===== src/rtl/reorder_buffer.sv =====
// ----------------------------------------------------------------------------
// reorder_buffer
//   In-order-commit reorder buffer sitting between issue and register
//   writeback. Each issued instruction is granted a tag (the tail slot).
//   Results and exceptions arrive out of order by tag and are retired
//   strictly in program order from the head over a valid/ready port.
//
// Ports
//   clk_i, rst_i            clock (rising edge), async active-high reset
//   flush_i                 synchronous clear of all entries (highest priority)
//   alloc_valid_i/_dest_i   allocation request and its destination register
//   alloc_ready_o/_tag_o    buffer not full / tag granted to the request
//   wb_valid_i, wb_tag_i    writeback strobe and entry being completed
//   wb_result_i             result value
//   wb_exception_i/_vector_i exception flag and vector
//   commit_valid_o          head entry complete and retirable
//   commit_ready_i          consumer accepts the head entry
//   commit_dest_o/_regwr_o  head destination / head writes the register file
//   commit_result_o         head result
//   commit_exception_o/_vector_o head exception flag and vector
//   count_o                 occupied entries, 0..ROB_DEPTH
// ----------------------------------------------------------------------------
module reorder_buffer #(
   parameter int XLEN      = 32,
   parameter int ROB_DEPTH = 64,
   parameter int ROB_ADDR  = $clog2(ROB_DEPTH),
   parameter int REG_ADDR  = $clog2(XLEN),
   parameter int EXC_WIDTH = 4
) (
   input  logic                 clk_i,
   input  logic                 rst_i,
   input  logic                 flush_i,
   input  logic                 alloc_valid_i,
   input  logic [REG_ADDR-1:0]  alloc_dest_i,
   output logic                 alloc_ready_o,
   output logic [ROB_ADDR-1:0]  alloc_tag_o,
   input  logic                 wb_valid_i,
   input  logic [ROB_ADDR-1:0]  wb_tag_i,
   input  logic [XLEN-1:0]      wb_result_i,
   input  logic                 wb_exception_i,
   input  logic [EXC_WIDTH-1:0] wb_vector_i,
   output logic                 commit_valid_o,
   input  logic                 commit_ready_i,
   output logic [REG_ADDR-1:0]  commit_dest_o,
   output logic                 commit_regwr_o,
   output logic [XLEN-1:0]      commit_result_o,
   output logic                 commit_exception_o,
   output logic [EXC_WIDTH-1:0] commit_vector_o,
   output logic [ROB_ADDR:0]    count_o
);

   // Pointers carry one extra wrap bit so full and empty are distinguishable.
   logic [ROB_ADDR:0]    head;
   logic [ROB_ADDR:0]    tail;
   logic [ROB_ADDR-1:0]  head_idx;
   logic [ROB_ADDR-1:0]  tail_idx;

   logic [ROB_DEPTH-1:0] valid;
   logic [ROB_DEPTH-1:0] done;

   // Payload storage is never reset; valid/done qualify it.
   logic [REG_ADDR-1:0]  dest_mem   [ROB_DEPTH];
   logic [XLEN-1:0]      result_mem [ROB_DEPTH];
   logic                 exc_mem    [ROB_DEPTH];
   logic [EXC_WIDTH-1:0] vec_mem    [ROB_DEPTH];

   logic empty;
   logic full;
   logic alloc_fire;
   logic wb_fire;
   logic commit_fire;

   assign head_idx = head[ROB_ADDR-1:0];
   assign tail_idx = tail[ROB_ADDR-1:0];

   assign empty = (head == tail);
   assign full  = (head_idx == tail_idx) && (head[ROB_ADDR] != tail[ROB_ADDR]);

   // Ready is a function of the registered pointers only, so a commit in a
   // full cycle does not free the slot for allocation until the next cycle.
   assign alloc_ready_o = !full;
   assign alloc_tag_o   = tail_idx;
   assign count_o       = tail - head;

   assign alloc_fire  = alloc_valid_i && !full;
   assign wb_fire     = wb_valid_i && valid[wb_tag_i];
   assign commit_fire = commit_valid_o && commit_ready_i;

   // done is sampled from registers: a writeback to the head becomes
   // visible here only on the following cycle.
   assign commit_valid_o     = !empty && done[head_idx];
   assign commit_dest_o      = dest_mem[head_idx];
   assign commit_result_o    = result_mem[head_idx];
   assign commit_exception_o = exc_mem[head_idx];
   assign commit_vector_o    = vec_mem[head_idx];
   assign commit_regwr_o     = (dest_mem[head_idx] != '0) && !exc_mem[head_idx];

   // Control state: pointers and per-entry valid/done.
   always_ff @(posedge clk_i or posedge rst_i) begin
      if (rst_i) begin
         head  <= '0;
         tail  <= '0;
         valid <= '0;
         done  <= '0;
      end else if (flush_i) begin
         head  <= '0;
         tail  <= '0;
         valid <= '0;
         done  <= '0;
      end else begin
         if (alloc_fire) begin
            valid[tail_idx] <= 1'b1;
            done[tail_idx]  <= 1'b0;
            tail            <= tail + 1'b1;
         end
         if (wb_fire) begin
            done[wb_tag_i] <= 1'b1;
         end
         // Placed last so retiring the head wins over a same-cycle rewrite of it.
         if (commit_fire) begin
            valid[head_idx] <= 1'b0;
            done[head_idx]  <= 1'b0;
            head            <= head + 1'b1;
         end
      end
   end

   // Payload writes; last writeback to a valid entry wins.
   always_ff @(posedge clk_i) begin
      if (!flush_i && alloc_fire) begin
         dest_mem[tail_idx] <= alloc_dest_i;
      end
      if (!flush_i && wb_fire) begin
         result_mem[wb_tag_i] <= wb_result_i;
         exc_mem[wb_tag_i]    <= wb_exception_i;
         vec_mem[wb_tag_i]    <= wb_vector_i;
      end
   end

endmodule


===== config.mk =====
export PLATFORM = sky130hd
export DESIGN_NAME = reorder_buffer
export DESIGN_NICKNAME = d
export VERILOG_FILES = /design/src/rtl/reorder_buffer.sv
export SDC_FILE = /design/constraint.sdc
export NUM_CORES = 2
export LEC_CHECK = 0
export ABC_AREA = 1
export ABC_CLOCK_PERIOD_IN_PS = 6000
export CAP_MARGIN = 20
export CORE_MARGIN = 2
export CORE_UTILIZATION = 40
export DETAILED_ROUTE_END_ITERATION = 8
export DONT_BUFFER_PORTS = 1
export GPL_TIMING_DRIVEN = 0
export PLACE_DENSITY_LB_ADDON = 0.05
export SYNTH_ARGS = -nofsm -noshare
export SYNTH_HDL_FRONTEND = slang
export SYNTH_SLANG_ARGS = --single-unit

===== constraint.sdc =====
create_clock -name clk_i -period 6 [get_ports clk_i]
set_input_delay 0.9 -clock clk_i [delete_from_list [all_inputs] [get_ports clk_i]]
set_output_delay 0.9 -clock clk_i [all_outputs]
set_load 0.03 [all_outputs]

* Yosys cells after proc, flatten, opt, wreduce, memory -nomap -nowiden
Memories as Yosys holds them, arrays and structs flattened.
Index checks and enable logic that the tools add are counted.
** Storage, ports and cells
- RAM bits :: 2688
- Input port bits :: 54
- Logic and storage cells :: 73
- Output and inout port bits :: 58
- Flip-flop bits (word level) :: 142
- Memories :: 4
** Memories
- result_mem :: words 64, bits a word 32, rd ports 1, clocked after Yosys merged registers in 0, wr ports 1, RTL line 63 : logic [XLEN-1:0] result_mem [ROB_DEPTH];
- dest_mem :: words 64, bits a word 5, rd ports 1, clocked after Yosys merged registers in 0, wr ports 1, RTL line 62 : logic [REG_ADDR-1:0] dest_mem [ROB_DEPTH];
- vec_mem :: words 64, bits a word 4, rd ports 1, clocked after Yosys merged registers in 0, wr ports 1, RTL line 65 : logic [EXC_WIDTH-1:0] vec_mem [ROB_DEPTH];
- exc_mem :: words 64, bits a word 1, rd ports 1, clocked after Yosys merged registers in 0, wr ports 1, RTL line 64 : logic exc_mem [ROB_DEPTH];
** Operators by class
- Reductions and logical operators :: 18
- Magnitude comparators :: 6
- Eq/ne operators :: 3
- Bitwise gates (word level) :: 7
- Add/subtract/negate cells :: 3
- Mux-type cells :: 28
** Operators by type and width (count)
- two-way mux 64 bit :: 10
- AND 64 bit :: 3
- inverter 64 bit :: 2
- OR 64 bit :: 2
- two-way mux 7 bit :: 4
- less-than comparator 6 x 7 -> 1 bit (second input constant) :: 3
- demux 1 bit (select 6 bit) :: 3
- greater-or-equal comparator 6 x 1 -> 1 bit (second input constant) :: 3
- adder 7 x 1 -> 7 bit (second input constant) :: 2
- binary-select mux 1 bit (select 6 bit) :: 2
- logical AND 1 bit :: 11
- two-way mux 1 bit :: 9
- equality test 7 bit :: 1
- subtractor 7 bit :: 1
- equality test 6 bit :: 1
- nonzero test 5 bit :: 1
- zero test 1 bit :: 4
- nonzero test 2 bit :: 2
- != test 1 bit :: 1

* Depth between registers and ports, before layout
- Depth in word-level cells :: 14
- Mapped depth :: 19
- Gate-level depth less buffers :: 15

* Worst setup path before layout
No wires, ideal clock.
- Path type :: reg2out
- From :: reg head[2]
- To :: out count_o[6]
- Required time :: 5100 ps
- Path buffers :: 3
- Arrival :: 2497 ps
- Cell stages (with the launch flop) :: 12
- Setup slack :: 2603 ps
- Cell sequence :: dfrtp_1 -> buf_4 -> inv_2 -> buf_6 -> clkbuf_1 -> ha_1 -> nand2_1 -> nor2_1 -> a211oi_1 -> o21ai_0 -> a21oi_1 -> xor2_1
** On the way
- Word-level cells in the longest chain between the ends :: 1
** RTL lines
- from (decl) :: RTL line 53 : logic [ROB_ADDR:0] head;
- from (signal assigned) :: RTL line 123 : head <= head + 1'b1;
- subtractor 7 bit :: RTL line 83 : assign count_o = tail - head;
- to (decl) :: RTL line 49 : output logic [ROB_ADDR:0] count_o
No other way between the ends.

* Worst setup path after layout
- From :: reg head[0]
- To :: out commit_result_o[29]
** On the way
- Word-level cells in the longest chain between the ends :: 1
** RTL lines
- memory (64 x 32 bit)
- to (decl) :: RTL line 46 : output logic [XLEN-1:0] commit_result_o,
No other way between the ends.

==> impl_metrics.toml <==
[synthesis]
netlist_area_um2 = 111000
synth_top_flop_cell = "edfxtp_1"
mappedNetlistNets = 8800
synth_top_area_frac = 0.728
synth.area.top_cells = "edfxtp_1, nand2_1, dfrtp_1, nor2_1, a221oi_1"
yosysMostFrequentCell = "nand2_1"
synth_cell_type_count = 53
synth_top_cells_by_count = "nand2_1, edfxtp_1, nor2_1"
synth_top_area_cell = "edfxtp_1"
yosysWarningCount = 0
synth_cells = 8737
synth_seq_cells = 2830
ys_async_sr_fraction = 0.0502
avgSynthCellArea_um2 = 12.7
yosysSeqAreaShare = 0.760
synth_edf_count = 2688

[critical_path]
r2r-end = "dest_mem[45][1]$_DFFE_PP_"
crit_type = "reg -> out"
crit_start = "head[0]$_DFFE_PP0P_"
crit_chain = "buf_2 > inv_2 > buf_4 > nor2_1 > buf_2 > clkbuf_1 > nand2_1 > nand4_1 > o21ai_1 > buf_4 > nand2_1 > nor2_1 > nand2_1"
worstPathArrival_ps = 5260
slowest_delay_ps = 790
cp.required_ps = 5100
crit_path_end_kind = "output port"
slowest_stage = "clkbuf_1"
crit_fanout = 10
crit_top_cell = "nand2_1"
reg2reg_from = "head[2]$_DFFE_PP0P_"
crit_end = "commit_result_o[29]"
rrSetupSlack_ps = 790
startpoint_type = "flop"
r2r_cells = 12

[timing]
max_freq_ghz = 0.162
fin_tns_setup_ps = -1170
period_needed_ps = 6160
hold_violations = 0
setup_viol = 16
fin_crit_sh = 1.03
clock_skew_ps = 43.6
rsz0062_at_grt = "true"
tightest_slew_ps = 1300
maxSlewViolCount = 0
timing.final.ws_setup_ps = -159
slew_headroom = 0.132

[placed_design]
post-place-ws_ps = 284
globalplace.congestion = 0.925
hpwlAfterDp_mm = 372
io_buffers = 0

[global_routing]
grt_max_degree = 94
overflow = 0
grt_pass1_wl_mm = 716
grt_pass1_vias = 72100
grtUsageTotal = 0.393
antenna_found_initial = 74

[clock_tree]
cts_tree = "done"
cts_num_sinks = 2830
h-tree-depth = 5
clkLatencyLatePin_ps = 950
cts_buffer_depth = 4
clkTransAtPathRegs_ps = 60
root_buffer = "clkbuf_16"
cts_buffers = 317

[min_path]
hold_class = "in -> reg"

[cells_and_area]
nets = 9290
area_delta_synth_final_pct = 16.7
drive_above_1_share = 0.106

[power]
leakagePower_nw = 46.6
worst_ir_drop_vdd_mv = 0.224
power_density_nw_per_um2 = 344
power_mw = 44.5

[drt]
drt-pass1-iter-count = 8
ant_nets = 0
vias_per_cell = 6.07
wl_per_cell_um = 42.5
drc = 0
routed_wl_mm = 562
num_vias = 80100
drt_iter0_drc = 14600

[outcome]
status = "complete, but fails checks"
violations = "negative setup slack"

[die]
die_w_um = 530
ios = 112
core-area_um2 = 276000
die_area_um2 = 281000
rows = 193
die-height_um = 530
start_util = 0.402

[run]
cap_viol_max_count = 0
flip-flops by register name (all words and copies together), names as in the netlist:
name and cells:
done 64, vec_mem 256, valid 64, head 7
exc_mem 64, result_mem 2048, dest_mem 320, tail 7
final cells by class:
class	count	area [µm²]
diodes	29	72.6
plain buffers	425	2050
clock buffers	402	8360
clock inverters	159	1670
fillers	24800	147000
inverters	490	2010
multi-input cells	4992	23000
flip-flops and latches	2830	84300
well taps	3705	4640
repair buffers	171	3340
how the worst min path moves through the flow:
stage                        start                           to  cells past startpoint
2_1_floorplan  tail[6]$_DFFE_PP0P_          tail[6]$_DFFE_PP0P_                      1
3_3_place_gp   tail[6]$_DFFE_PP0P_          tail[6]$_DFFE_PP0P_                      1
3_5_place_dp   tail[6]$_DFFE_PP0P_          tail[6]$_DFFE_PP0P_                      1
4_1_cts             wb_result_i[2]  result_mem[36][2]$_DFFE_PP_                      0
5_1_grt            wb_result_i[22]  result_mem[4][22]$_DFFE_PP_                      0
6_report            wb_result_i[2]  result_mem[34][2]$_DFFE_PP_                      0
where the power goes:
part,switching (mW),internal [mW]
sequential,0.00818,21.6
clock,8.37,11.1
combinational,2.72,0.708
cell usage in the layout, fill, tap and decap left out, types with 50 or more instances in the layout:
cell / n
dfrtp_1: 142
a221oi_1: 231
o21ai_0: 239
buf_2: 193
buf_8: 50
nand3_1: 257
clkbuf_1: 186
a22o_1: 51
a21oi_1: 80
inv_4: 64
edfxtp_1: 2688
buf_16: 74
clkinv_1: 50
clkbuf_16: 321
inv_1: 417
nor2_1: 567
nand2_1: 2989
nand4_1: 171
a22oi_1: 164
worst max-delay path, delay by kind of cell (launching register included):
| kind | cells | cell delay (ps) |
|---|---|---|
| buf+inv | 6 | 2110 |
| compound gates | 1 | 60 |
| flops | 1 | 430 |
| simple gates | 6 | 1680 |
timing repair:
item / 4_1_cts / 5_1_grt
gates resized for setup: 29 / 3
setup buffers: 3 / 0
hold buffers: 1 / 0
hold endpoints to repair: 49 / 0
pin swaps: 2 / 0
endpoints found under the setup margin: 36 / 2
cells by family (layout without fill, tap and decap cells):
logic type / after synthesis / in the layout / share of synthesized area
compound gates: 891 / 891 / 0.0564
xor+xnor: 9 / 9 / 0.000711
fa+ha+maj: 9 / 9 / 0.00108
buf+inv: 915 / 1647 / 0.0338
flops: 2830 / 2830 / 0.760
other cells: 0 / 29 / 0
simple gates: 4083 / 4083 / 0.148
per-stage QoR:
stage	instance area, µm²	utilization	std cells	hold WS, ps
after floorplan	111000	-	8737	453
after CTS	129000	0.468	13200	16.1
after global placement	115000	0.418	12400	483
after detailed placement	119000	0.431	12600	486
after global routing	129000	0.468	13200	50.5
final	129000	0.469	13200	45.3
layer usage:
layer,track usage,vias up,wire [µm]
met4,0.287,28,49200
li1,-,31900,-
met3,0.0867,1425,63100
met5,0,-,209
met1,0.500,40900,204000
met2,0.592,5927,245000
No activity file was read; power rests on OpenSTA's default activity.
